### src/rtl/fifo_uart_tx.sv
// 8N1 UART transmitter that drains a byte FIFO, emitting frames back-to-back
// while the FIFO has data and enable is high.
module fifo_uart_tx #(
    parameter int CLOCK_FREQ = 125_000_000,
    parameter int BAUD_RATE  = 115_200
) (
    input  logic       clk,
    input  logic       rst,
    input  logic       enable,
    input  logic       fifo_empty,
    input  logic [7:0] fifo_dout,
    output logic       fifo_rd_en,
    output logic       serial_out,
    output logic       tx_busy
);

    localparam int SYMBOL_EDGE_TIME    = CLOCK_FREQ / BAUD_RATE;
    localparam int CLOCK_COUNTER_WIDTH = $clog2(SYMBOL_EDGE_TIME);
    // A one-cycle symbol would give a zero-width counter; keep at least one bit.
    localparam int CW = (CLOCK_COUNTER_WIDTH < 1) ? 1 : CLOCK_COUNTER_WIDTH;
    localparam logic [CW-1:0] CNT_LAST = CW'(SYMBOL_EDGE_TIME - 1);

    typedef enum logic [1:0] {
        IDLE,
        START,
        DATA,
        STOP
    } state_t;

    state_t        state, state_n;
    logic [CW-1:0] cnt, cnt_n;
    logic [2:0]    bit_idx, bit_idx_n;
    logic [7:0]    shift_reg, shift_n;
    logic          serial_n;
    logic          cnt_last;
    logic          pop;

    always_comb begin
        state_n   = state;
        cnt_n     = cnt;
        bit_idx_n = bit_idx;
        shift_n   = shift_reg;
        cnt_last  = (cnt == CNT_LAST);
        pop       = enable && !fifo_empty && !rst &&
                    ((state == IDLE) || ((state == STOP) && cnt_last));

        case (state)
            IDLE: begin
                if (pop) begin
                    shift_n = fifo_dout;
                    cnt_n   = '0;
                    state_n = START;
                end
            end
            START: begin
                if (cnt_last) begin
                    cnt_n     = '0;
                    bit_idx_n = '0;
                    state_n   = DATA;
                end else begin
                    cnt_n = cnt + CW'(1);
                end
            end
            DATA: begin
                if (cnt_last) begin
                    cnt_n   = '0;
                    shift_n = {1'b0, shift_reg[7:1]};
                    if (bit_idx == 3'd7) begin
                        state_n = STOP;
                    end else begin
                        bit_idx_n = bit_idx + 3'd1;
                    end
                end else begin
                    cnt_n = cnt + CW'(1);
                end
            end
            STOP: begin
                if (cnt_last) begin
                    cnt_n = '0;
                    if (pop) begin
                        shift_n = fifo_dout;
                        state_n = START;
                    end else begin
                        state_n = IDLE;
                    end
                end else begin
                    cnt_n = cnt + CW'(1);
                end
            end
            default: state_n = IDLE;
        endcase

        // Line level is computed from next-state values so the flop presents
        // each bit in the same cycle the state register enters it.
        case (state_n)
            START:   serial_n = 1'b0;
            DATA:    serial_n = shift_n[0];
            default: serial_n = 1'b1;
        endcase

        fifo_rd_en = pop;
    end

    always_ff @(posedge clk) begin
        if (rst) begin
            state      <= IDLE;
            cnt        <= '0;
            bit_idx    <= '0;
            shift_reg  <= '0;
            serial_out <= 1'b1;
        end else begin
            state      <= state_n;
            cnt        <= cnt_n;
            bit_idx    <= bit_idx_n;
            shift_reg  <= shift_n;
            serial_out <= serial_n;
        end
    end

    assign tx_busy = (state != IDLE);

endmodule

### config.mk
export PLATFORM = sky130hd
export DESIGN_NAME = fifo_uart_tx
export DESIGN_NICKNAME = d
export VERILOG_FILES = /design/src/rtl/fifo_uart_tx.sv
export SDC_FILE = /design/constraint.sdc
export NUM_CORES = 1
export LEC_CHECK = 0
export ABC_CLOCK_PERIOD_IN_PS = 2100
export CORE_MARGIN = 1
export CORE_UTILIZATION = 40
export DETAILED_ROUTE_END_ITERATION = 8
export GPL_ROUTABILITY_DRIVEN = 0
export SKIP_CTS_REPAIR_TIMING = 1
export SYNTH_ARGS = -nofsm -noshare
export SYNTH_HDL_FRONTEND = slang
export SYNTH_SLANG_ARGS = --single-unit
export TNS_END_PERCENT = 20
### constraint.sdc
create_clock -name clk -period 2.1 [get_ports clk]
set_input_delay 0.315 -clock clk [delete_from_list [all_inputs] [get_ports clk]]
set_output_delay 0.315 -clock clk [all_outputs]
set_load 0.01 [all_outputs]
# Word-level counts from Yosys, hierarchy flattened
# Index checks and enable logic that the tools add are counted.
# totals
regBits	25
inputBits	12
output_inout_bits	3
word_cells	53
# classes
n_addsub	2
eq_ne	12
n_mux	19
reduce_logical	14
# ops
op	n
$mux W8	3
$pmux W8 S3	1
$mux W11	2
$pmux W11 S2	1
$add A11 B1 Y11 const B	1
$eq A11 B11 Y1 const B	1
$mux W2	5
$ne A2 B2 Y1 const B	5
$mux W3	3
$pmux W2 S4	1
$eq A2 B2 Y1 const B	3
$pmux W3 S2	1
$eq A2 B1 Y1 const B	2
$logic_and A1 B1 Y1	4
$reduce_and A4 Y1	1
$reduce_bool A2 Y1	2
$add A3 B1 Y3 const B	1
$eq A3 B3 Y1 const B	1
$reduce_and A3 Y1	1
$reduce_bool A3 Y1	1
$reduce_or A3 Y1	1
$logic_not A1 Y1	2
$logic_not A2 Y1	1
$pmux W1 S2	1
2 further kinds	2

# Logic depth before layout (Yosys ltp)
# Gate-level depths: netlist of the first run.
# logic_depth
word_depth	9
ltp_mapped	8
mapped_depth_nobuf	7

# Worst setup path before layout of the first run
# OpenSTA, ideal clock, no wires.
# synth_timing
kind	flip-flop to output port
start	reg cnt[0]
end	out fifo_rd_en
arrival_time_ns	1.438
required_time_ns	1.785
slack_ns	0.347
path_stages_with_launch	8
n_path_buf	1
path_cell_list	dfxtp_1 > inv_1 > ha_1 > and4bb_4 > nand4_1 > o21ai_0 > and2_1 > buf_2
# synth_between
elab_chain_len	4
# synth_rtl
element	line_no	source
start: declaration	31	logic [CW-1:0] cnt, cnt_n;
start signal: assignment	113	cnt <= cnt_n;
$eq A11 B11 Y1	43	cnt_last = (cnt == CNT_LAST);
$logic_and A1 B1 Y1	45	((state == IDLE) || ((state == STOP) && cnt_last));
$logic_or A1 B1 Y1	45	
$logic_and A1 B1 Y1	44	pop = enable && !fifo_empty && !rst &&
end: declaration	12	output logic fifo_rd_en,
# Every way passes these cells.

# Final worst setup path of the first run
# Same ends and word-level chain as after synthesis.

==> results.toml, run 1 <==
[cells_and_area]
n_antenna_cell = 0
multi_input_area_um2 = 846
seq_area_um2 = 500
drive_above_1_share = 0.196
utilization = 0.540
nFillCells = 337
largest_reg_flops = 11
area_delta_synth_final_pct = 28.9
final_nets = 221

[floorplan]
die_w_um = 61.1
rows = 21
start_util = 0.418
ioPinCount = 15
core_area_um2 = 3340
die_area_um2 = 3730
die_y_um = 61.1

[timing]
worst_pin_slew_ns = 0.506
max_freq_ghz = 0.494
final.period_utilization = 0.963
maxSlewViolCount = 0
fin_worst_skew_ns = 0.00571
rsz0062_at_grt = "true"
slew_headroom = 0.660
setup_viol = 0
finalWorstSetupSlack_ns = 0.0777
finalCriticalPeriod_ns = 2.02
finalHoldViolations = 0

[min_path]
worstHoldEndpoint = "shift_reg[6]"
hold_depth = 2
hold_path_class = "reg2reg"
hp-start = "shift_reg[6]"

[logic_synthesis]
synth_flop_cell = "dfxtp_1"
ys_seq_elements = 25
synth_warnings = 0
syn_area_um2 = 1400
yosysUniqueCellTypes = 42
synth_seq_area_share = 0.358
synth_edf_count = 0
syn_inst = 169
syn_nets = 185
syn_avg_cell_area_um2 = 8.26
async_flop_share = 0

[global_routing]
antenna_found_initial = 0
grt_pass1_vias = 1297
grt_pass1_wl_um = 5910
grt_usage = 0.214
grt_max_degree = 24
grt-ovfl-total = 0

[pwr]
vdd_drop_max_mv = 0.435
p_total_w = 0.000835
pwr_density_cell_nw_per_um2 = 464
p_leak_nw = 0.762

[routing]
drt-initial-drc-count = 80
vias = 1410
drt-total-wl_um = 3550
ant_nets = 0
drt_pre_antenna_iters = 4
wire_per_inst_um = 14.2
via_per_inst = 5.64
route.detailed.drc = 0

[placed_design]
post-place-ws_ns = -0.0485
portBuffers = 14
dp_hpwl_um = 2630

[critical_path]
crit_arrival_ns = 1.71
r2r-end = "cnt[10]"
startpoint_type = "flip-flop"
cp_max_fo = 2
cpLargestDelayFamily = "simple AND/OR/NAND/NOR gates"
required_ns = 1.78
worst_setup_path_end_kind = "primary output"
path_buf_inv = 2
slowest_delay_ns = 0.34
cp_slowest_cell = "dfxtp_1"
cp_cell_sequence = "inv_1 -> ha_1 -> and4bb_4 -> nand4_1 -> o21ai_2 -> and2_1 -> dlymetal6s2s_1"
r2r_cells = 9
r2r-start = "cnt[0]"
critPathKind = "reg2out"
reg2reg_setup_slack_ns = 0.10

[cts]
htreeDepth = 1
clockRootBuffer = "clkbuf_4"
clk_pin_slew_ns = 0.14
cts_made_buffers = 3
clockBufferDepth = 2
clock-sinks = 25
clk_latency_ns = 0.32
cts_tree = "done"

[outcome]
status = "complete, no violations"

[run]
drv_cap = 0
## worst max path at each step
stage,to,cells past startpoint,startpoint
5_1_grt,fifo_rd_en,7,cnt[0]
3_3_place_gp,fifo_rd_en,5,enable
3_5_place_dp,fifo_rd_en,5,enable
4_1_cts,fifo_rd_en,7,cnt[0]
6_report,fifo_rd_en,7,cnt[0]
2_1_floorplan,fifo_rd_en,7,cnt[0]
## placed cells by master (no fill, tap or decap), types with 5 or more instances in the layout
cell type and n:
a311oi_1 7, inv_1 5, nand3_1 6, nor2_1 20, dfxtp_1 25, nand2_1 18
a21oi_1 7, clkdlybuf4s50_1 13, a22o_1 5, buf_4 25, a21o_1 7, nor3_1 9
## logic make-up after synthesis
family,count (synthesis),share of synthesized area
compound gates,47,0.256
xor+xnor,1,0.00627
fa+ha+maj,4,0.0358
buf+inv,14,0.0412
flops,25,0.358
mux,5,0.0367
simple gates,73,0.265
## worst register-to-register path: stages, from the launching register on
cell and delay, ns:
dfxtp_1 0.36, inv_1 0.06, ha_1 0.20, and4bb_4 0.19, buf_4 0.14, and3_4 0.22
nor2_1 0.14, buf_4 0.19, a41oi_1 0.15, a311oi_1 0.27
## area by class of cell
class                   count  share of cell area
well taps                  46              0.0320
clock buffers               3              0.0125
inverters                   5              0.0104
flip-flops and latches     25               0.278
multi-input cells         130               0.470
repair buffers             40               0.195
clock inverters             1             0.00278
## where the power goes
part / internal [W] / switching (W) / total (W)
sequential: 0.000486 / 0.00000763 / 0.000494
clock: 0.0000713 / 0.000142 / 0.000213
combinational: 0.0000677 / 0.0000612 / 0.000129
## routing by layer
layer / vias to the layer above / track usage / routed length [um]
li1: 704 / - / -
met1: 663 / 0.294 / 1680
met2: 41 / 0.348 / 1660
met3: 2 / 0.0525 / 198
met4: 0 / 0.0292 / 19
met5: - / 0 / 0
## cell usage after synthesis, types with 2 or more instances
master	number	area [um^2]
clkbuf_1	5	18.8
a22o_1	5	43.8
and2_1	2	12.5
a311oi_1	7	61.3
and3_1	3	18.8
nand2b_1	3	18.8
buf_2	4	20.0
a21oi_1	7	35.0
mux2i_1	4	40.0
a21o_1	7	52.6
and3_2	2	15.0
nor3_1	9	45.0
inv_1	5	18.8
nor2_1	20	75.1
dfxtp_1	25	500
nand3_1	6	30.0
o21ai_0	5	25.0
nand4_1	4	25.0
and4_4	2	22.5
a32oi_1	2	17.5
ha_1	4	50.1
nand2_1	18	67.6
## stage by stage
stage / instances / cell area (um^2) / hold slack (ns) / setup TNS [ns]
after floorplan: 169 / 1400 / 0.425 / 0
final: 250 / 1800 / 0.483 / 0
after global routing: 250 / 1800 / 0.527 / -0.0518
after CTS: 250 / 1790 / 0.479 / -0.422
after detailed placement: 246 / 1760 / 0.449 / -0.110
after global placement: 246 / 1760 / 0.443 / -0.0277
Power figures use the tool's default switching activity.
==> run 2: changes to the inputs <==
CTS_CLUSTER_SIZE = 30   (was default)
==> results of run 2 <==
Final layout, timing and power as in run 1 (identical DEF).
==> run 3: changes to the inputs <==
CORE_UTILIZATION = 30   (was 40)
PLACE_DENSITY = 0.45   (was default)
==> run 3 against run 2 <==
  * Combinational power is 5% higher
  * Largest power group unchanged
  * Non-clock buffer count is 3 higher
  * Clock skew down 0.0020 ns
  * Fmax grew 0.42%
  * Largest cell class unchanged
  * Sequential cell count did not move
  * Die area rose by 32%
  * Critical path depth stayed put
==> results.toml, run 3 (synthesis gave the netlist of run 1 again) <==
[floorplan]
ioPinCount = 15
die_w_um = 70.2
start_util = 0.316
die_area_um2 = 4930
core_area_um2 = 4410
rows = 24
die_y_um = 70.2

[global_routing]
grt_max_degree = 24
antenna_found_initial = 0
grt_pass1_vias = 1332
grt-ovfl-total = 0
grt_pass1_wl_um = 6350
grt_usage = 0.161

[cells_and_area]
area_delta_synth_final_pct = 32.0
final_common_cell = "buf_4"
final_area_um2 = 1840
final_cell_mix = "buf_4 (27), dfxtp_1 (25), nor2_1 (19), nand2_1 (18), clkdlybuf4s50_1 (13)"
final_nets = 224
largest_reg_flops = 11
drive_above_1_share = 0.217
n_antenna_cell = 0

[critical_path]
required_ns = 1.78
crit_arrival_ns = 1.70
slowest_delay_ns = 0.32
worst_setup_path_end_kind = "primary output"
cp.depth = 7
critPathKind = "reg2out"
r2r_cells = 8
path_buf_inv = 2
cp_max_fo = 3
startpoint_type = "flip-flop"
cp_slowest_cell = "dfxtp_1"
cpLargestDelayFamily = "simple AND/OR/NAND/NOR gates"
cp_cell_sequence = "inv_1 -> ha_1 -> and4bb_4 -> nand4_1 -> o21ai_2 -> and2_4 -> clkbuf_2"

[placed_design]
dp_hpwl_um = 2680
portBuffers = 14
placed_area_um2 = 1790

[timing]
final.setup.tns_ns = 0
worst_pin_slew_ns = 0.527
setup_viol = 0
slew_headroom = 0.646
finalCriticalPeriod_ns = 2.01
fin_worst_skew_ns = 0.00369
maxSlewViolCount = 0
max_freq_ghz = 0.497
rsz0062_at_grt = "true"
final.period_utilization = 0.959
finalHoldViolations = 0

[outcome]
status = "complete, no violations"

[routing]
drt-total-wl_um = 3750
drt_pre_antenna_iters = 4
drt-initial-drc-count = 95
route.detailed.drc = 0
wire_per_inst_um = 14.5
via_per_inst = 5.45
vias = 1411
ant_nets = 0

[cts]
htreeDepth = 1
clock-sinks = 25
clk_pin_slew_ns = 0.09
cts_made_buffers = 3
clk_latency_ns = 0.27
cts_tree = "done"
clockRootBuffer = "clkbuf_8"
clockBufferDepth = 2

[pwr]
p_total_w = 0.000916
p_leak_nw = 0.770
vdd_drop_max_mv = 0.242
pwr_density_cell_nw_per_um2 = 497

[run]
drv_cap = 0

[min_path]
hold_path_class = "reg2reg"
hold_depth = 2
## run 3: cell type report
type,count,area (um^2)
clock buffer,4,45.0
fill,448,2570
inverter,5,18.8
multi-input combinational,130,851
sequential,25,500
tap,52,65.1
timing repair buffer,43,363
## run 3: worst register-to-register path, cell delays in order (launching register included)
cell and delay (ns):
dfxtp_1 0.32, inv_1 0.09, ha_1 0.17, and4bb_4 0.23
buf_4 0.12, and4_4 0.26, mux2i_1 0.08, o32a_1 0.32
o31ai_2 0.23
## run 3: per-layer routing
| layer | up-vias | routed length (um) | GRT usage |
|---|---|---|---|
| met5 | - | 0 | 0 |
| met4 | 0 | 20 | 0.0267 |
| met3 | 2 | 176 | 0.0346 |
| met2 | 27 | 1680 | 0.256 |
| met1 | 667 | 1870 | 0.225 |
| li1 | 715 | - | - |
## run 3: per-stage QoR
| step | setup slack, ns | utilization | std cells | hold slack [ns] |
|---|---|---|---|---|
| 2_1_floorplan | 0.347 | - | 169 | 0.425 |
| 3_3_place_gp | -0.0353 | 0.404 | 254 | 0.440 |
| 3_5_place_dp | -0.120 | 0.404 | 254 | 0.447 |
| 4_1_cts | -0.424 | 0.415 | 258 | 0.469 |
| 5_1_grt | -0.00527 | 0.418 | 259 | 0.515 |
| 6_report | 0.0861 | 0.418 | 259 | 0.461 |
## run 3: path summary, 6_finish.rpt
check,from,to,slack [ns]
max,cnt[0],fifo_rd_en,0.09
min,shift_reg[6],shift_reg[6],0.46
max reg2reg,cnt[0],serial_out,0.19
min reg2reg,shift_reg[6],shift_reg[6],0.46
## run 3: power by group
part	leakage, nW	switching (W)	internal (W)
Clock	0.0228	0.000153	0.000136
Combinational	0.545	0.0000641	0.0000712
Sequential	0.203	0.00000749	0.000485
Total	0.770	0.000224	0.000692
==> patch: new RTL, settings of run 3 <==
Set the parameter `CLOCK_FREQ` to 31_250_000 (it was 125_000_000).
--- a/src/rtl/fifo_uart_tx.sv
+++ b/src/rtl/fifo_uart_tx.sv
@@ -1,7 +1,7 @@
 // 8N1 UART transmitter that drains a byte FIFO, emitting frames back-to-back
 // while the FIFO has data and enable is high.
 module fifo_uart_tx #(
-    parameter int CLOCK_FREQ = 125_000_000,
+    parameter int CLOCK_FREQ = 31_250_000,
     parameter int BAUD_RATE  = 115_200
 ) (
     input  logic       clk,
Check against the original RTL: same outputs for any inputs over 10 cycles, from zero or initial values and one cycle with rst high; that may be too few to reach the edited logic, so the function may still have changed.
==> patch against run 3 <==
- design area shrank 7.4%
- worst setup slack gained 0.057 ns
- count of clock-buffer cells in the layout is the same
- total power shrank 7.5%
- sequential cell count shrank 2
- via count shrank 4.3%
- register-to-register slack lost 0.02 ns
- wire length shrank 7.0%
- area after synthesis shrank 3.5%
==> patch: results <==
set metrics [dict create \
    status "complete, no violations" \
    p_int_mw 0.636 \
    p_clk_frac 0.336 \
    irDropWorstVdd_uv 420 \
    grt_max_degree 27 \
    final_nets 210 \
    post-place-ws_ns -0.133 \
    place_inst 241 \
    grt_pass1_vias 1249 \
    largest_reg_flops 9 \
    final.fill_count 441 \
    slowest_delay_ns 0.47 \
    ys_types 48 \
    met1_usage 0.203 \
    combPwrFrac 0.132 \
    synth_common_cells "23 x dfxtp_1, 18 x nor2_1, 16 x nand2_1" \
    place_area_mm2 0.00165 \
    wl_met2_um 1590 \
    synth.yosys.seq_area_share 0.342 \
    cellLeakagePower_nw 0.686 \
    wirelength_met1_um 1750 \
    cp_data_arrival_time_ns 2.11 \
    grt.met2_usage 0.244 \
    grt_util_all_layers 0.149 \
    worst_clock_skew_ns 0.0127 \
    instances_no_fill 245 \
]
patch: logic make-up after synthesis:
family,count (synthesis),synth area share
xor gates and xnor gates,1,0.00650
DFF,23,0.342
AOI/OAI and AO/OA,53,0.265
buffers and inverters,12,0.0483
and+or+nand+nor,67,0.278
adders and majority gates,4,0.0371
muxes,3,0.0241
patch: cell type report:
type,count,area (µm²),area share
repair buffers,33,285,0.167
clock buffers,4,45.0,0.0264
inverters,5,18.8,0.0110
multi-input cells,128,832,0.488
flip-flops and latches,23,460,0.270
well taps,52,65.1,0.0381
patch: path summary, 6_finish.rpt:
path	cells after the start	start	slack (ns)	to
worst max-delay path	7	enable	0.14	shift_reg[0]$_SDFF_PP0_
worst min register to register	2	shift_reg[6]$_SDFFE_PP0P_	0.46	shift_reg[6]$_SDFFE_PP0P_
worst max register to register	6	cnt[4]$_SDFFE_PP0P_	0.17	shift_reg[0]$_SDFF_PP0_
worst min-delay path	2	shift_reg[6]$_SDFFE_PP0P_	0.46	shift_reg[6]$_SDFFE_PP0P_
